## config.mk

```make
export PLATFORM = sky130hd
export DESIGN_NAME = crc16_serial_sched
export DESIGN_NICKNAME = d
export VERILOG_FILES = /design/src/rtl/crc16_pkg.sv /design/src/rtl/crc16_rr_arb.sv /design/src/rtl/crc16_serial_sched.sv
export SDC_FILE = /design/constraint.sdc
export NUM_CORES = 1
export LEC_CHECK = 0
export BUFFER_PORTS_ARGS = -buffer_cell sky130_fd_sc_hd__buf_2
export CAP_MARGIN = 20
export CORE_UTILIZATION = 46
export CTS_CLUSTER_SIZE = 14
export DETAILED_ROUTE_END_ITERATION = 10
export MAX_ROUTING_LAYER = met4
export PLACE_DENSITY = 0.77
export SLEW_MARGIN = 30
export SYNTH_ARGS = -nofsm -noshare
export SYNTH_HDL_FRONTEND = slang
export SYNTH_HIERARCHICAL = 1
export SYNTH_SLANG_ARGS = --single-unit
```

## constraint.sdc

```tcl
create_clock -name clk -period 6.24 [get_ports clk]
set_input_delay 1.248 -clock clk [delete_from_list [all_inputs] [get_ports clk]]
set_output_delay 1.248 -clock clk [all_outputs]
set_load 0.1 [all_outputs]
```

## src/rtl/crc16_pkg.sv

```systemverilog
// Shared constants, FSM state type and the single-step CRC-16 LFSR update
// used by the bit-serial CRC scheduler.
package crc16_pkg;

    localparam int CRC_W  = 16;
    localparam int DATA_W = 32;
    localparam logic [CRC_W-1:0] POLY = 16'h1021;
    localparam logic [CRC_W-1:0] INIT = 16'h0000;

    typedef enum logic [1:0] {
        IDLE  = 2'd0,
        SHIFT = 2'd1,
        DONE  = 2'd2
    } state_t;

    // One MSB-first LFSR step: feedback is the incoming bit xor the CRC MSB.
    function automatic logic [CRC_W-1:0] crc16_step(
        input logic [CRC_W-1:0] crc,
        input logic             din,
        input logic [CRC_W-1:0] poly
    );
        logic fb;
        fb = din ^ crc[CRC_W-1];
        return {crc[CRC_W-2:0], 1'b0} ^ (fb ? poly : {CRC_W{1'b0}});
    endfunction

endpackage

```

## src/rtl/crc16_rr_arb.sv

```systemverilog
// Round-robin arbiter: picks the first valid requester at or after the rr
// pointer (wrapping) and moves the pointer past the winner on accept.
module crc16_rr_arb #(
    parameter  int NREQ  = 4,
    localparam int IDX_W = $clog2(NREQ)
) (
    input  logic             clk,
    input  logic             rst,
    input  logic [NREQ-1:0]  req_i,
    input  logic             accept_i,
    output logic [NREQ-1:0]  grant_o,
    output logic [IDX_W-1:0] idx_o,
    output logic             any_o
);

    logic [IDX_W-1:0] rr_q;
    logic [IDX_W-1:0] rr_d;
    logic             found;
    int               pos;

    assign any_o = |req_i;

    always_comb begin
        idx_o   = '0;
        grant_o = '0;
        found   = 1'b0;
        pos     = 0;
        for (int k = 0; k < NREQ; k++) begin
            pos = int'(rr_q) + k;
            if (pos >= NREQ) begin
                pos = pos - NREQ;
            end
            if (!found && req_i[pos]) begin
                found = 1'b1;
                idx_o = IDX_W'(pos);
            end
        end
        if (found) begin
            grant_o[idx_o] = 1'b1;
        end
    end

    // Pointer values stay below NREQ, so a non-power-of-two NREQ wraps correctly.
    always_comb begin
        rr_d = rr_q;
        if (accept_i) begin
            rr_d = (idx_o == IDX_W'(NREQ - 1)) ? '0 : idx_o + 1'b1;
        end
    end

    always_ff @(posedge clk or posedge rst) begin
        if (rst) begin
            rr_q <= '0;
        end else begin
            rr_q <= rr_d;
        end
    end

endmodule

```

## src/rtl/crc16_serial_sched.sv

```systemverilog
// Shares one bit-serial CRC-16/CCITT engine among NREQ valid/ready requesters
// using a round-robin grant; results return with the owning requester index.
module crc16_serial_sched #(
    parameter  int                 NREQ   = 4,
    parameter  int                 DATA_W = crc16_pkg::DATA_W,
    parameter  int                 CRC_W  = crc16_pkg::CRC_W,
    parameter  logic [CRC_W-1:0]   POLY   = crc16_pkg::POLY,
    parameter  logic [CRC_W-1:0]   INIT   = crc16_pkg::INIT,
    localparam int                 IDX_W  = $clog2(NREQ)
) (
    input  logic                   clk,
    input  logic                   rst,
    input  logic [NREQ-1:0]        req_valid_i,
    input  logic [NREQ*DATA_W-1:0] req_data_i,
    output logic [NREQ-1:0]        req_ready_o,
    output logic                   res_valid_o,
    input  logic                   res_ready_i,
    output logic [CRC_W-1:0]       res_crc_o,
    output logic [IDX_W-1:0]       res_id_o,
    output logic                   busy_o
);

    import crc16_pkg::*;

    localparam int               CNT_W    = $clog2(DATA_W);
    localparam logic [CNT_W-1:0] LAST_CNT = CNT_W'(DATA_W - 1);

    state_t              state_q;
    state_t              state_d;
    logic [DATA_W-1:0]   shreg_q;
    logic [CRC_W-1:0]    crc_q;
    logic [CNT_W-1:0]    cnt_q;
    logic [IDX_W-1:0]    id_q;

    logic [NREQ-1:0]     grant;
    logic [IDX_W-1:0]    grant_idx;
    logic                any_valid;
    logic                accept;
    logic [DATA_W-1:0]   data_arr [NREQ];

    for (genvar gi = 0; gi < NREQ; gi++) begin : g_unpack
        assign data_arr[gi] = req_data_i[gi*DATA_W +: DATA_W];
    end

    crc16_rr_arb #(
        .NREQ (NREQ)
    ) u_arb (
        .clk      (clk),
        .rst      (rst),
        .req_i    (req_valid_i),
        .accept_i (accept),
        .grant_o  (grant),
        .idx_o    (grant_idx),
        .any_o    (any_valid)
    );

    // Grants are gated by rst so every output reads 0 while reset is held.
    always_comb begin
        state_d     = state_q;
        req_ready_o = '0;
        accept      = 1'b0;
        res_valid_o = 1'b0;
        busy_o      = 1'b0;
        case (state_q)
            IDLE: begin
                if (any_valid && !rst) begin
                    req_ready_o = grant;
                    accept      = 1'b1;
                    state_d     = SHIFT;
                end
            end
            SHIFT: begin
                busy_o = 1'b1;
                if (cnt_q == LAST_CNT) begin
                    state_d = DONE;
                end
            end
            DONE: begin
                busy_o      = 1'b1;
                res_valid_o = 1'b1;
                if (res_ready_i) begin
                    state_d = IDLE;
                end
            end
            default: state_d = IDLE;
        endcase
    end

    always_ff @(posedge clk or posedge rst) begin
        if (rst) begin
            state_q <= IDLE;
        end else begin
            state_q <= state_d;
        end
    end

    always_ff @(posedge clk or posedge rst) begin
        if (rst) begin
            shreg_q <= '0;
            crc_q   <= INIT;
            cnt_q   <= '0;
            id_q    <= '0;
        end else begin
            case (state_q)
                IDLE: begin
                    if (accept) begin
                        shreg_q <= data_arr[grant_idx];
                        crc_q   <= INIT;
                        cnt_q   <= '0;
                        id_q    <= grant_idx;
                    end
                end
                SHIFT: begin
                    crc_q   <= crc16_step(crc_q, shreg_q[DATA_W-1], POLY);
                    shreg_q <= {shreg_q[DATA_W-2:0], 1'b0};
                    cnt_q   <= cnt_q + 1'b1;
                end
                default: begin
                end
            endcase
        end
    end

    assign res_crc_o = crc_q;
    assign res_id_o  = id_q;

endmodule

```

* After elaboration in Yosys (flattened, before gate mapping)
Index checks and enable logic that the tools add are counted.
** Word-level totals
- Register bits after elaboration :: 59
- Word-level logic and storage cells :: 101
- Input port bits :: 135
- Output and inout port bits :: 24
** Cells by class
- Add/subtract/negate cells :: 9
- Equal/unequal tests :: 8
- Reductions and logical operators :: 16
- Multiplexer cells :: 48
- Magnitude comparators :: 11
- Bitwise operators :: 3
** Operators by type and width (number)
- $mux W32 :: 7
- $lt A32 B4 Y1 const B :: 4
- $ge A32 B4 Y1 const B :: 3
- $sub A32 B4 Y32 const B :: 3
- $bmux W32 S2 :: 1
- $pmux W32 S2 :: 1
- $pmux W16 S2 :: 1
- $mux W1 :: 17
- $mux W16 :: 1
- $mux W2 :: 8
- $xor A16 B13 Y16 :: 1
- $mux W13 :: 1
- $mux W4 :: 3
- $pmux W5 S2 :: 1
- $bmux W1 S2 :: 4
- $ne A2 B2 Y1 const B :: 4
- $add A2 B2 Y3 const B :: 2
- $pmux W2 S3 :: 1
- $add A5 B1 Y5 const B :: 1
- $eq A5 B5 Y1 const B :: 1
- $logic_and A1 B1 Y1 :: 5
- $mux W5 :: 1
- $eq A2 B2 Y1 const B :: 2
- $logic_not A1 Y1 :: 4
- 17 further kinds :: 18

* Logic depth before layout (Yosys ltp)
- Depth after elaboration :: 22
- Gate-level depth with buffers :: 10
- Gate-level depth less buffers :: 6

* By module
The synthesis kept the hierarchy.
** Modules (own cells, without submodules)
- crc16_serial_sched :: cells an instance 285, sequential area each 1426.4 sq um, times used 1, area each 3507.1 sq um
- crc16_rr_arb :: cells an instance 36, sequential area each 50.0 sq um, times used 1, area each 302.8 sq um

* Worst setup path after synthesis
No wires, ideal clock.
- Path kind :: in2out
- Start :: in req_valid_i[1]
- End :: out req_ready_o[0]
- Path buffers :: 2
- Slack :: 2.228 ns
- Data arrival time :: 2.764 ns
- Required time :: 4.992 ns
- Stages :: 6
- Cells stage by stage :: nor4_4 inv_1 and3b_1 buf_2 clkbuf_1 and2_1
** On the way
- Elaborated cells between the ends (all ways) :: 36
- Classes of those cells :: order compare: 2; mux: 25; reduce/logical: 9
** RTL lines
- from (decl) :: line crc16_serial_sched.sv:13 : input logic [NREQ-1:0] req_valid_i,
- $reduce_or A4 Y1 :: line crc16_rr_arb.sv:21 : assign any_o = |req_i;
- net any_valid :: line crc16_serial_sched.sv:37 : logic any_valid;
- $logic_and A1 B1 Y1 :: line crc16_serial_sched.sv:66 : if (any_valid && !rst) begin
- $mux W4 :: line crc16_serial_sched.sv:66
- $mux W4 :: line crc16_serial_sched.sv:64 : case (state_q)
- to (decl) :: line crc16_serial_sched.sv:15 : output logic [NREQ-1:0] req_ready_o,
The timed path passes the listed nets, and every way through them passes these cells. The select of a mux whose other input is x is not followed.

* Final worst setup path
- Start :: in req_valid_i[0]
- End :: out req_ready_o[1]
** On the way
- Word-level cells in the longest chain between the ends :: 20
- Elaborated cells between the ends (all ways) :: 36
- Classes of those cells :: order compare: 2; mux: 25; reduce/logical: 9
** RTL lines
- $bmux W1 S2 :: line crc16_rr_arb.sv:33 : if (!found && req_i[pos]) begin
- $mux W1 (implied by the code) (2 in a row) :: line crc16_rr_arb.sv:33
- $mux W1 :: line crc16_rr_arb.sv:33
- $logic_not A1 Y1 :: line crc16_rr_arb.sv:33
- $logic_and A1 B1 Y1 :: line crc16_rr_arb.sv:33
- $mux W1 :: line crc16_rr_arb.sv:33
- $logic_not A1 Y1 :: line crc16_rr_arb.sv:33
- $logic_and A1 B1 Y1 :: line crc16_rr_arb.sv:33
- [... 4 more ...]
- net grant_idx[0] :: line crc16_serial_sched.sv:36 : logic [IDX_W-1:0] grant_idx;
- $lt A2 B3 Y1 (implied by the code) or $ge A2 B1 Y1 (tied branches) :: line crc16_rr_arb.sv:39 : grant_o[idx_o] = 1'b1;
- $logic_and A1 B1 Y1 (implied by the code) :: line crc16_rr_arb.sv:39
- $mux W1 (implied by the code) :: line crc16_rr_arb.sv:39
- $demux W1 S2 *
- $mux W4 * :: line crc16_rr_arb.sv:38 : if (found) begin
- net grant[1] :: line crc16_serial_sched.sv:35 : logic [NREQ-1:0] grant;
- $mux W4 * :: line crc16_serial_sched.sv:66
- $mux W4 * :: line crc16_serial_sched.sv:64
The timed path passes the listed nets; every way through them passes the cells marked *. The select of a mux whose other input is x is not followed.

==> flow_summary.ini <==
[status]
status = finished clean

[logic_synthesis]
ys_ff_latch = 59
synth_area_per_cell_um2 = 11.9
synthFlopType = dfrtp_1
muxShareOfSynthArea = 0.233
async_flop_share = 1.00
synth_nets = 465
ys_seq_area_frac = 0.388
mappedNetlistArea_um2 = 3810
yosys.area_share.adder = 0.0296
synth_edf_count = 0
synth_xor_area_frac = 0.00690
syn_inst = 321
synthSimpleGateAreaFrac = 0.103
synth.distinct_cells = 45
ys_warn_count = 6
synth-compound-area-share = 0.182
synth_top_family_by_area = multiplexers

[setup_path]
worstSetupStartpoint = req_valid_i[0]
crit_top_cell = buf_2
path_delay_family = simple AND/OR/NAND/NOR gates
path_cells = buf_2 > nand2b_1 > a21oi_1 > nor3_4 > ha_1 > nor2b_1 > and2_1 > buf_2
cp-start-kind = input pin
end_kind = output port
arrival_ps = 3160
cp_slowest_cell = nor3_4
ff2ff_path_depth = 7
required_ps = 4990
cp_max_fo = 12
worstSetupPathType = in2out
cp.buffers_inverters = 2
r2r_setup_slack_ps = 3200
r2r-start = u_arb/rr_q[1]$_DFFE_PP0P_
regToRegEndpoint = shreg_q[20]$_DFFE_PP0P_
max_stage_delay_ps = 620

[layout]
fillCellCount = 668
antennaDiodeCount = 0
final_cell_mix = buf_2 (158), dfrtp_1 (59), mux2_2 (32)
drive_gt1_frac = 0.514
seq_area_um2 = 1480
syn2layout_area_growth_pct = 26.1
layout_commonest_cell = buf_2
final_nets = 610
multiInputGateArea_um2 = 2140

[die]
ios = 159
die_x_um = 93.0
initial_core_util = 0.483
core_area_um2 = 7890
die_y_um = 93.0
row_count = 32
dieArea_um2 = 8650

[pwr]
p_per_area_nw_per_um2 = 544
vdd_drop_max_v = 0.000201
intPower_mw = 1.32
combPwrFrac = 0.607
p_seq_frac = 0.262
power_switching_mw = 1.29
p_total_mw = 2.61
clockPowerShare = 0.131
leakage_nw = 2.36
swShare = 0.494

[placed_design]
gp_congestion = 0.789
portBuffers = 158
hpwlAfterDp_um = 7000

[timing]
max_freq_ghz = 0.227
worst_pin_slew_ps = 805
final_hold_viol_count = 0
setup_viol = 0
skew_ps = 6.75
rsz0062_at_grt = false
slew_viol_final = 0
finalCritPeriodShare = 0.707
setup_tns_ps = 0
period_needed_ps = 4410
slew_headroom = 0.462

[detailed_routing]
drtIter0Drc = 257
routed_via_density = 5.82
ant_nets = 0
via_count = 3337
drt-pass1-iter-count = 8
wl_um = 9720
drc = 0
wire_per_inst_um = 17.0

[clock_tree]
cts_root_buf = clkbuf_8
clockBufferDepth = 2
htree_levels = 3
tritoncts = yes
clock_latency_ps = 330
cts_sinks = 59
cts-buffers-inserted = 9
clkTransAtPathRegs_ps = 70
cts_resized = 0
ctsHoldBuffers = 0
postCtsSetupRepairBufs = 0

[flow_run]
drv_cap = 0

[global_route]
grt_start_max_net_pins = 46
antenna_found_initial = 0
track_usage = 0.235
grt_pass1_vias = 3359
grt_pass1_wl_um = 15600
grt_overflow = 0

[worst_hold_path]
min_path_type = reg2reg
hold_depth = 1
hp-start = res_id_o[1]$_DFFE_PP0P_
worstHoldEndpoint = res_id_o[1]$_DFFE_PP0P_
==> sequential cells by signal, indices dropped and copies added (netlist names) <==
register,flops
cnt_q,5
u_arb/rr_q,2
shreg_q,32
res_crc_o,16
res_id_o,2
state_q,2
==> worst reg2reg max path: stages (launching register included) <==
cell and delay, ps:
dfrtp_1 500, nand2b_1 160, a21oi_1 100, nor3_4 620
buf_4 650, mux2_2 420, a222oi_1 330, a21oi_1 120
==> Yosys cell counts (2+ instances only) <==
cell type  instances  share of area
mux4_1             7          0.048
inv_1              8         0.0079
dfrtp_1           59           0.39
mux2_4            17          0.067
buf_6              2         0.0059
mux2_2            32          0.095
nor3_1            25          0.033
ha_1               9          0.030
nand2_1            2         0.0020
a22o_1            19          0.044
and2_1             6         0.0099
buf_2             13          0.017
and2_0             6         0.0099
clkbuf_1          11          0.011
buf_12             2          0.011
nor2b_1            9          0.015
nand2b_1           4         0.0066
a221o_1            9          0.024
nor2_1             4         0.0039
mux4_2             4          0.024
a21oi_1           27          0.035
xor2_1             3         0.0069
a222oi_1          21          0.055
==> layout make-up <==
type                    count  area share
clock inverters             5      0.0109
multi-input cells         224       0.445
flip-flops and latches     59       0.307
inverters                   8     0.00625
clock buffers              11      0.0294
repair buffers            164       0.174
well taps                 102      0.0266
==> stage by stage <==
step	setup slack, ps	util	area (um2)	std cells	hold slack, ps
finish	1830	0.609	4800	573	514
global route	1700	0.609	4800	573	538
CTS	1800	0.609	4800	573	517
detailed placement	1790	0.584	4610	557	500
global placement	1640	0.582	4590	557	490
floorplan	2230	-	3810	321	473
==> how the worst max path moves through the flow <==
stage | to | slack [ps] | depth (start not counted)
floorplan | req_ready_o[0] | 2230 | 6
global placement | req_ready_o[1] | 1640 | 8
detailed placement | req_ready_o[1] | 1790 | 8
CTS | req_ready_o[1] | 1800 | 8
global route | req_ready_o[1] | 1700 | 8
finish | req_ready_o[1] | 1830 | 8
==> power by group through the flow <==
| stage | combinational, mW | sequential (mW) | clock, mW |
|---|---|---|---|
| final | 1.59 | 0.685 | 0.343 |
| after global routing | 1.69 | 0.706 | 0.369 |
| after CTS | 1.59 | 0.684 | 0.349 |
| after detailed placement | 1.59 | 0.685 | 0 |
| after global placement | 1.54 | 0.681 | 0 |
| after floorplan | 1.00 | 1.01 | 0 |
==> kinds of logic after synthesis <==
family,Yosys count
compound gates,87
xor+xnor,3
fa+ha+maj,9
buf+inv,38
flops,59
mux,60
simple gates,65
==> layer usage <==
metal  vias up  GRT usage  share of wire
met5         -          -              0
met2       138      0.383           0.53
met4         0     0.0808          0.021
met1      1631      0.285           0.40
li1       1549          -              -
met3        19     0.0593          0.052
Note: power is estimated with default switching activity, not from simulation.
